`config.mk`:
```
export PLATFORM = sky130hd
export DESIGN_NAME = simon_key_sched_ctrl
export DESIGN_NICKNAME = d
export VERILOG_FILES = /design/src/rtl/simon_key_sched_ctrl.sv
export SDC_FILE = /design/constraint.sdc
export NUM_CORES = 1
export LEC_CHECK = 0
export CORE_ASPECT_RATIO = 1.25
export CORE_MARGIN = 10
export CORE_UTILIZATION = 52
export CTS_CLUSTER_DIAMETER = 40
export CTS_CLUSTER_SIZE = 10
export DETAILED_ROUTE_END_ITERATION = 10
export PLACE_DENSITY = 0.86
export SYNTH_ARGS = -nofsm -noshare
export SYNTH_HDL_FRONTEND = slang
export SYNTH_SLANG_ARGS = --single-unit
```
`constraint.sdc`:
```
create_clock -name clk -period 5.7 [get_ports clk]
set_input_delay 0.855 -clock clk [delete_from_list [all_inputs] [get_ports clk]]
set_output_delay 0.855 -clock clk [all_outputs]
set_load 0.03 [all_outputs]
```
`src/rtl/simon_key_sched_ctrl.sv`:
```
// simon_key_sched_ctrl: streams Simon 96/96 round keys k_0..k_{T-1} from a latched master key
//   clk, rst_n       : clock, asynchronous active-low reset
//   start, key       : latch key (k_0 = key[N-1:0], k_1 = key[2N-1:N]) and begin, sampled in IDLE
//   abort            : cancel a run in progress, no done pulse
//   rk_ready         : consumer accepts rk this cycle
//   rk_valid, rk     : current round key k_idx
//   rk_idx, rk_last  : round index and last-key flag
//   busy, done       : run in progress; one-cycle pulse after the last key is accepted
module simon_key_sched_ctrl #(
    parameter int N = 48,
    parameter int M = 2,
    parameter int T = 52
) (
    input  logic           clk,
    input  logic           rst_n,
    input  logic           start,
    input  logic [N*M-1:0] key,
    input  logic           abort,
    input  logic           rk_ready,
    output logic           rk_valid,
    output logic [N-1:0]   rk,
    output logic [6:0]     rk_idx,
    output logic           rk_last,
    output logic           busy,
    output logic           done
);
    // Bit 0 of the z2 sequence is the leftmost character.
    localparam logic [0:61] Z2 = 62'b10101111011100000011010010011000101000010001111110010110110011;
    typedef enum logic {IDLE, RUN} state_t;
    state_t       state_q, state_d;
    logic [N-1:0] kr0_q, kr0_d, kr1_q, kr1_d, t3, t, f;
    logic [6:0]   idx_q, idx_d;
    logic [5:0]   zidx_q, zidx_d;
    logic         done_q, done_d;
    logic         run, last;
    assign run  = state_q == RUN;
    assign last = idx_q == 7'(T - 1);
    // k_{i+2} = ~k_i ^ t ^ ROR1(t) ^ z2[j] ^ 3, with t = ROR3(k_{i+1}); the ~ and ^3 fold into one mask.
    assign t3 = {kr1_q[2:0], kr1_q[N-1:3]};
    assign t  = t3 ^ {t3[0], t3[N-1:1]};
    assign f  = kr0_q ^ t ^ {{(N-2){1'b1}}, 2'b00} ^ {{(N-1){1'b0}}, Z2[zidx_q]};
    always_comb begin
        state_d = state_q;
        kr0_d   = kr0_q;
        kr1_d   = kr1_q;
        idx_d   = idx_q;
        zidx_d  = zidx_q;
        done_d  = 1'b0;
        if (!run) begin
            if (start) begin
                state_d = RUN;
                kr0_d   = key[N-1:0];
                kr1_d   = key[2*N-1:N];
                idx_d   = '0;
                zidx_d  = '0;
            end
        end else if (abort || (rk_ready && last)) begin
            // Clearing on every return to IDLE keeps rk and rk_idx at zero while idle.
            state_d = IDLE;
            kr0_d   = '0;
            kr1_d   = '0;
            idx_d   = '0;
            done_d  = !abort;
        end else if (rk_ready) begin
            kr0_d  = kr1_q;
            kr1_d  = f;
            idx_d  = idx_q + 7'd1;
            zidx_d = (zidx_q == 6'd61) ? 6'd0 : zidx_q + 6'd1;
        end
    end
    always_ff @(posedge clk or negedge rst_n) begin
        if (!rst_n) begin
            state_q <= IDLE;
            kr0_q   <= '0;
            kr1_q   <= '0;
            idx_q   <= '0;
            zidx_q  <= '0;
            done_q  <= 1'b0;
        end else begin
            state_q <= state_d;
            kr0_q   <= kr0_d;
            kr1_q   <= kr1_d;
            idx_q   <= idx_d;
            zidx_q  <= zidx_d;
            done_q  <= done_d;
        end
    end
    assign rk_valid = run;
    assign rk       = kr0_q;
    assign rk_idx   = idx_q;
    assign rk_last  = run && last;
    assign busy     = run;
    assign done     = done_q;
endmodule

```
-- After elaboration in Yosys (flattened, before gate mapping)
Memories as Yosys holds them, arrays and structs flattened.
Index checks and enable logic that the tools add are counted.
- flip-flop bits (word level): 111
- bits in read-only memories: 64
- output and inout bits: 59
- memories kept: 1
- memories (name ; depth ; bits a word ; read ports ; clocked after memory_dff ; write ports ; line ; text):
    (no name shown) ; 64 ; 1 ; 1 ; 0 ; 0 ; 41 ; assign f = kr0_q ^ t ^ {{(N-2){1'b1}}, 2'b00} ^ {{(N-1){1'b0}}, Z2[zidx_q]};
- add/sub/neg operators: 2
- order comparisons: 1
- equality and inequality tests: 5
- mux-type cells: 24
- bitwise gates (word level): 5
- reductions and logical operators: 7
- operator list (operator ; count):
    48-bit 2-to-1 mux ; 8
    48-bit bitwise XOR ; 2
    48-bit by 1-bit bitwise XOR with 48-bit output ; 1
    46-bit inverter ; 1
    6-bit 2-to-1 mux ; 5
    7-bit 2-to-1 mux ; 4
    7-bit by 1-bit adder with 7-bit output (second input constant) ; 1
    7-bit by 6-bit == test with 1-bit output (second input constant) ; 1
    7-bit greater-or-equal comparator (second input constant) ; 1
    1-bit 2-to-1 mux ; 7
    6-bit inverter with 7-bit output ; 1
    6-bit by 1-bit adder with 6-bit output (second input constant) ; 1
    6-bit == test (second input constant) ; 1
    2-bit != test (second input constant) ; 2
    3-bit by 2-bit != test with 1-bit output (second input constant) ; 1
    3-bit AND reduction ; 1
    1-bit logical AND ; 2
    2-bit AND reduction ; 1
    2-bit nonzero test ; 1
    1-bit zero test ; 1
    1-bit logical OR ; 1

-- Longest topological paths before layout
Gate-level depths: netlist (run 1).
- depth in word-level cells: 8
- gate-level depth with buffers: 8
- depth with buffers taken out: 8

-- Least setup slack after synthesis (run 1)
Ideal clock, no wire load.
- kind: register to output
- start: reg idx_q[0], in the netlist rk_idx[0]
- end: out rk_last
- arrival: 1.637 ns
- data required time: 4.845 ns
- setup slack: 3.208 ns
- cell stages (with the launch flop): 5
- path buffers: 0
- cell sequence: dfrtp_1 -> ha_1 -> nand3_2 -> nor4_1 -> and2_1
- word-level cells in the longest chain between the ends: 2
- ends and longest elaborated chain (item ; line ; text):
    from (decl) ; 32 ; logic [6:0] idx_q, idx_d;
    from (signal assigned) ; 83 ; idx_q <= idx_d;
    7-bit by 6-bit == test with 1-bit output ; 37 ; assign last = idx_q == 7'(T - 1);
    1-bit logical AND ; 91 ; assign rk_last = run && last;
    to (decl) ; 23 ; output logic rk_last,
Every way passes these cells.

-- Worst setup path in the final report (run 1)
Same ends and word-level chain as after synthesis.

==> impl_results.md, run 1 <==
- I/O pins: 160
- # Max-Cap Violations: 0
- Max FO, Critical Path: 6
- Via count: 4974
- Synth cell types: 48
- Final core utilization: 71.9%
- Core Region: 10700 um2
- Clock Tree Buf Depth: 2
- Site Rows: 42
- Root Driver: clkbuf_16
- PnR worst setup slack: 2.35 ns
- Post-synth ARST share: 100%
- Buffers added on ports: 159
- CTS resizes: 0
- H-tree depth: 3
- Routed WL: 17300 um
- Synth Cell Area: 5720 um2
- Synth Area in Compound Gates: 22.2%
- GRT Total Usage: 21.8%
- Final period util: 58.8%
- Worst clock skew: 0.00896 ns
- Postcts setup bufs: 0
- Post-Synth Adder-Cell Area: 1.53%
- Total iterations of the first detailed-routing run: 9
- WL/cell: 21.2 um
- CTS tree: built
- Layout cell share with drive strength beyond 1: 4.55%
- Synth Register Bits: 111
- Worst vdd ir: 225 uV
- Static leakage: 3.26 nW
- Antenna Nets Post-Route: 0
- Synth Area in XOR/XNOR: 15.3%
- Most used DFF post-synth: dfrtp_1
- Relative slew slack: 18.8%
- # hold bufs at CTS: 0
- Average instance area after synthesis: 10.7 um2
- Global-route wire length before repair: 27600 um
- Multiplexer share of the synthesized area: 0.569%
- Outcome: completed
- Setup crit start kind: register
- Congestion Overflow GR: 0
- Post-Synthesis Cells: 537
- Critical path type: register to output port
- Hold Vio Cnt, Final: 0
- Antenna violations before repair: 0
- Clock Latency Late Sink: 0.35 ns
- Syn Nets: 645
- Pwr/cell area: 375 nW/um2
- Via-to-Cell Ratio: 6.11
- Gpl congestion: 0.832
- Initial core utilization: 53.6%
- Number of enable flip-flop cells after synthesis: 0
- DR iter-0 viols: 566
- Hold Crit Class: input port to asynchronous set/reset pin
- Drt drc: 0
- WP data required: 4.85 ns
- Final net count: 785
- Register area share after synthesis: 48.6%
- Post-Synth Simple-Gate Area: 5.14%
- Largest net degree at the start of global routing: 64
- Setup crit end kind: output port
- Area Overhead vs Synth: 34.1%
- Vias in the first global route: 5308
- Worst-Margin Slew: 1.22 ns
- Antenna Cells: 0
- Final Max Tran Viols: 0
- Die H: 137 um
- Final period demand of the worst path: 3.35 ns
- Total CTS buffers: 9
- Peak Freq: 299 MHz
- Final HPWL DP: 12100 um
- Clk sinks: 111
- Yosys warns: 0
- Largest family of logic cells by synthesized area: compound AO/OA/AOI/OAI gates
- Final setup fails: 0
- Critical path arrival: 2.49 ns
- RSZ-0062 raised after global routing: false
- Clock Pin Slew Worst Setup and Hold Paths: 0.08 ns
- Die Wd: 114 um
- Pre-CTS WS: 2.38 ns
- Die footprint: 15600 um2
- Setup_tns: 0 ns
## synthesized netlist by cell type (2+ instances only)
library cell  number  area [um2]
a22oi_1           33         248
o31ai_1            3        22.5
a222oi_1          48         480
nand2b_1           3        18.8
nor2_1            28         105
buf_6              2        22.5
ha_1               7        87.6
nand3_1            4        20.0
a21oi_1           12        60.1
o22ai_1            8        50.1
dfrtp_1          111        2780
a221oi_1           7        61.3
inv_1             55         206
xnor2_1           90         788
nand4_1            3        18.8
clkbuf_1          17        63.8
buf_4              4        30.0
clkbuf_2           3        15.0
nand2_1            8        30.0
o21ai_0           43         215
xor2_1            10        87.6
and2_1             4        25.0
buf_2              8        40.0
or3_1              2        12.5
## placed cells by master, fill, tap and decap left out, types with 2 or more instances in the layout
cell	Yosys	routed
a21oi_1	12	12
a222oi_1	48	48
clkdlybuf4s50_1	0	158
dfrtp_1	111	111
clkbuf_8	0	3
o21ai_0	43	43
o22ai_1	8	8
clkbuf_16	0	9
nand2b_1	3	3
a221oi_1	7	7
inv_1	55	55
and2_1	4	4
nor2_1	28	28
a22oi_1	33	33
xnor2_1	90	90
buf_4	4	6
nand4_1	3	3
xor2_1	10	10
ha_1	7	7
o31ai_1	3	3
nand3_1	4	4
nand2_1	8	8
or3_1	2	2
## sequential cells by signal, indices dropped and copies added (netlist names)
| register | cells |
|---|---|
| rk_idx | 7 |
| kr1_q | 48 |
| busy | 1 |
| zidx_q | 6 |
| done | 1 |
| rk | 48 |
## critical path, cell delays in order, from the launching register on
cell	delay [ns]
dfrtp_1	0.43
ha_1	0.24
nand3_2	0.12
nor4_1	0.47
and2_1	0.21
clkdlybuf4s50_1	0.67
## cells by family (layout without fill, tap and decap cells)
| group | after synthesis | after routing |
|---|---|---|
| AOI/OAI and AO/OA | 167 | 167 |
| xor gates and xnor gates | 100 | 100 |
| adders and majority gates | 7 | 7 |
| buffers and inverters | 90 | 235 |
| DFF | 111 | 111 |
| muxes | 2 | 2 |
| and+or+nand+nor | 60 | 60 |
## area by class of cell
cell class,count,area [um2]
inverters,55,206
multi-input cells,336,2580
well taps,132,165
flip-flops and latches,111,2780
fillers,777,3000
repair buffers,164,1630
clock buffers,12,267
clock inverters,4,51.3
## final timing paths
kind / startpoint / end / slack, ns / cells past startpoint
max: rk_idx[0]$_DFFE_PN0P_ / rk_last / 2.35 / 5
min: rst_n / rk[25]$_DFFE_PN0P_ / 0.51 / 1
max reg2reg: busy$_DFF_PN0_ / rk[6]$_DFFE_PN0P_ / 2.86 / 5
min reg2reg: rk[30]$_DFFE_PN0P_ / rk[30]$_DFFE_PN0P_ / 0.56 / 2
max in group asynchronous: rst_n / rk[45]$_DFFE_PN0P_ / 3.92 / 2
min in group clk: rk[30]$_DFFE_PN0P_ / rk[30]$_DFFE_PN0P_ / 0.56 / 2
## metal layers
metal,track usage [%],vias to the layer above,part of all wire (%)
met2,36.5,263,50
met1,25.9,2439,38
met5,0,-,0
met4,8.51,0,2.7
met3,6.40,40,9.2
li1,-,2232,-
## metrics by stage
| step | instances | hold slack [ns] | power, mW | cell area (um2) |
|---|---|---|---|---|
| final | 814 | 0.515 | 2.88 | 7670 |
| after global placement | 798 | 0.536 | 2.17 | 7350 |
| after detailed placement | 798 | 0.543 | 2.21 | 7350 |
| after floorplan | 537 | 0.527 | 1.84 | 5720 |
| after global routing | 814 | 0.580 | 3.03 | 7670 |
| after CTS | 814 | 0.552 | 2.89 | 7670 |
## report_power, final
part           switching, mW  internal, mW  total, mW
registers              0.238         0.940       1.18
logic                  0.504         0.530       1.03
clock network          0.288         0.378      0.666
total                   1.03          1.85       2.88
(Power assumes the default switching activity.)
==> run 2, diff against run 1 <==
Settings changed: CORE_UTILIZATION 52 to 44, PLACE_DENSITY 0.86 to 0.77.
Clock period 5.7 ns to 3 ns, I/O delays scaled along.
==> run 2 against run 1 <==
Against the previous run:
- the flow now finishes with violations (DRC)
- sequential cell count unchanged
- global-route usage decreased by 2.8 points
- combinational power increased by 90%
- setup slack got worse by 2.1 ns
- largest cell class unchanged
- largest power group unchanged
- highest routed layer unchanged
==> impl_results.md, run 2 (synthesized netlist as in run 1, its figures left out) <==
- Outcome: finished with violations
- Failing checks: DRC
- Critical path arrival: 2.32 ns
- Final setup fails: 0
- Pre-CTS WS: 0.421 ns
- Commonest non-fill, non-tap cell in the layout: clkdlybuf4s50_1
- Vias in the first global route: 5138
- Area Overhead vs Synth: 35.8%
- Via-to-Cell Ratio: 5.75
- # Max-Cap Violations: 0
- H-tree depth: 3
- Initial core utilization: 45.0%
- Global-route wire length before repair: 27600 um
- Peak Freq: 362 MHz
- Postcts setup bufs: 0
- CTS tree: built
- Congestion Overflow GR: 0
- RSZ-0062 raised after global routing: false
- Hold Crit Class: input port to asynchronous set/reset pin
- Gpl congestion: 0.811
- Relative slew slack: 45.6%
- Final period util: 92.2%
- Antenna Cells: 0
- Clock Pin Slew Worst Setup and Hold Paths: 0.08 ns
- Core Region: 12700 um2
- Worst-Margin Slew: 0.816 ns
- Routed WL: 17200 um
- Die Wd: 122 um
- Layout cell share with drive strength beyond 1: 5.11%
- Site Rows: 46
- Die footprint: 18000 um2
- Largest net degree at the start of global routing: 99
- Hold Vio Cnt, Final: 0
- Clock Tree Buf Depth: 2
- Buffers added on ports: 159
- Critical path type: register to output port
- Drt drc: 17
- Total iterations of the first detailed-routing run: 11
- Worst vdd ir: 331 uV
- PnR worst setup slack: 0.234 ns
- Tot Pwr: 5.44 mW
- WL/cell: 20.2 um
- DR iter-0 viols: 600
- Final HPWL DP: 12100 um
- Static leakage: 3.27 nW
- Clk sinks: 111
- Setup_tns: 0 ns
- Final net count: 788
- WP data required: 2.55 ns
- Via count: 4902
- Antenna violations before repair: 0
- Die H: 147 um
- Final Max Tran Viols: 0
- Antenna Nets Post-Route: 0
- # hold bufs at CTS: 0
- Root Driver: clkbuf_16
- I/O pins: 160
- GRT Total Usage: 19.0%
- Total CTS buffers: 9
- Max FO, Critical Path: 6
- Worst clock skew: 0.00815 ns
- Pwr/cell area: 700 nW/um2
- Most frequent cells in the layout: clkdlybuf4s50_1, dfrtp_1, xnor2_1
- Setup crit start kind: register
- Clock Latency Late Sink: 0.35 ns
- Final period demand of the worst path: 2.77 ns
- Setup crit end kind: output port
## run 2: area by class of cell
type / instances / area, um2
timing repair buffer: 167 / 1690
clock buffer: 10 / 239
inverter: 55 / 206
fill: 1029 / 4950
multi-input combinational: 336 / 2580
sequential: 111 / 2780
clock inverter: 6 / 67.6
tap: 168 / 210
## run 2: power breakdown
part,switching [mW],internal [mW]
registers,0.445,1.79
clock network,0.571,0.675
logic,0.940,1.02
## run 2: path summary, 6_finish.rpt
kind	slack (ns)	to	cells past startpoint	start
min	0.16	rk[25]$_DFFE_PN0P_	1	rst_n
min in group clk	0.56	rk[37]$_DFFE_PN0P_	2	rk[37]$_DFFE_PN0P_
max reg2reg	0.86	rk[13]$_DFFE_PN0P_	6	rk_idx[0]$_DFFE_PN0P_
max in group asynchronous	2.05	done$_DFF_PN0_	2	rst_n
min reg2reg	0.56	rk[37]$_DFFE_PN0P_	2	rk[37]$_DFFE_PN0P_
max	0.23	rk_last	5	rk_idx[0]$_DFFE_PN0P_
## run 2: per-layer routing
| metal | GRT usage [%] | part of all wire, % | vias to the layer above |
|---|---|---|---|
| met3 | 7.05 | 9.7 | 14 |
| li1 | - | - | 2235 |
| met5 | 0 | 0 | - |
| met1 | 23.3 | 40 | 2434 |
| met4 | 4.42 | 0.79 | 0 |
| met2 | 30.9 | 50 | 219 |
## run 2: what timing repair did
action	4_1_cts	5_1_grt
endpoints found under the hold margin	0	0
gates resized for setup	0	1
setup endpoints to repair	0	1
## run 2: worst max-delay path: stages, from the launching register on
cell and delay [ns]:
dfrtp_1 0.43, ha_1 0.24, nand3_2 0.13, nor4_2 0.31
and2_1 0.19, clkdlybuf4s50_1 0.67
## run 2: per-stage QoR
| step | utilization [%] | area [um2] | hold slack [ns] | std cells |
|---|---|---|---|---|
| 2_1_floorplan | - | 5720 | 0.154 | 537 |
| 3_3_place_gp | 58.6 | 7460 | 0.540 | 837 |
| 3_5_place_dp | 58.6 | 7460 | 0.548 | 837 |
| 4_1_cts | 61.0 | 7760 | 0.212 | 853 |
| 5_1_grt | 61.1 | 7770 | 0.248 | 853 |
| 6_report | 61.1 | 7770 | 0.164 | 853 |
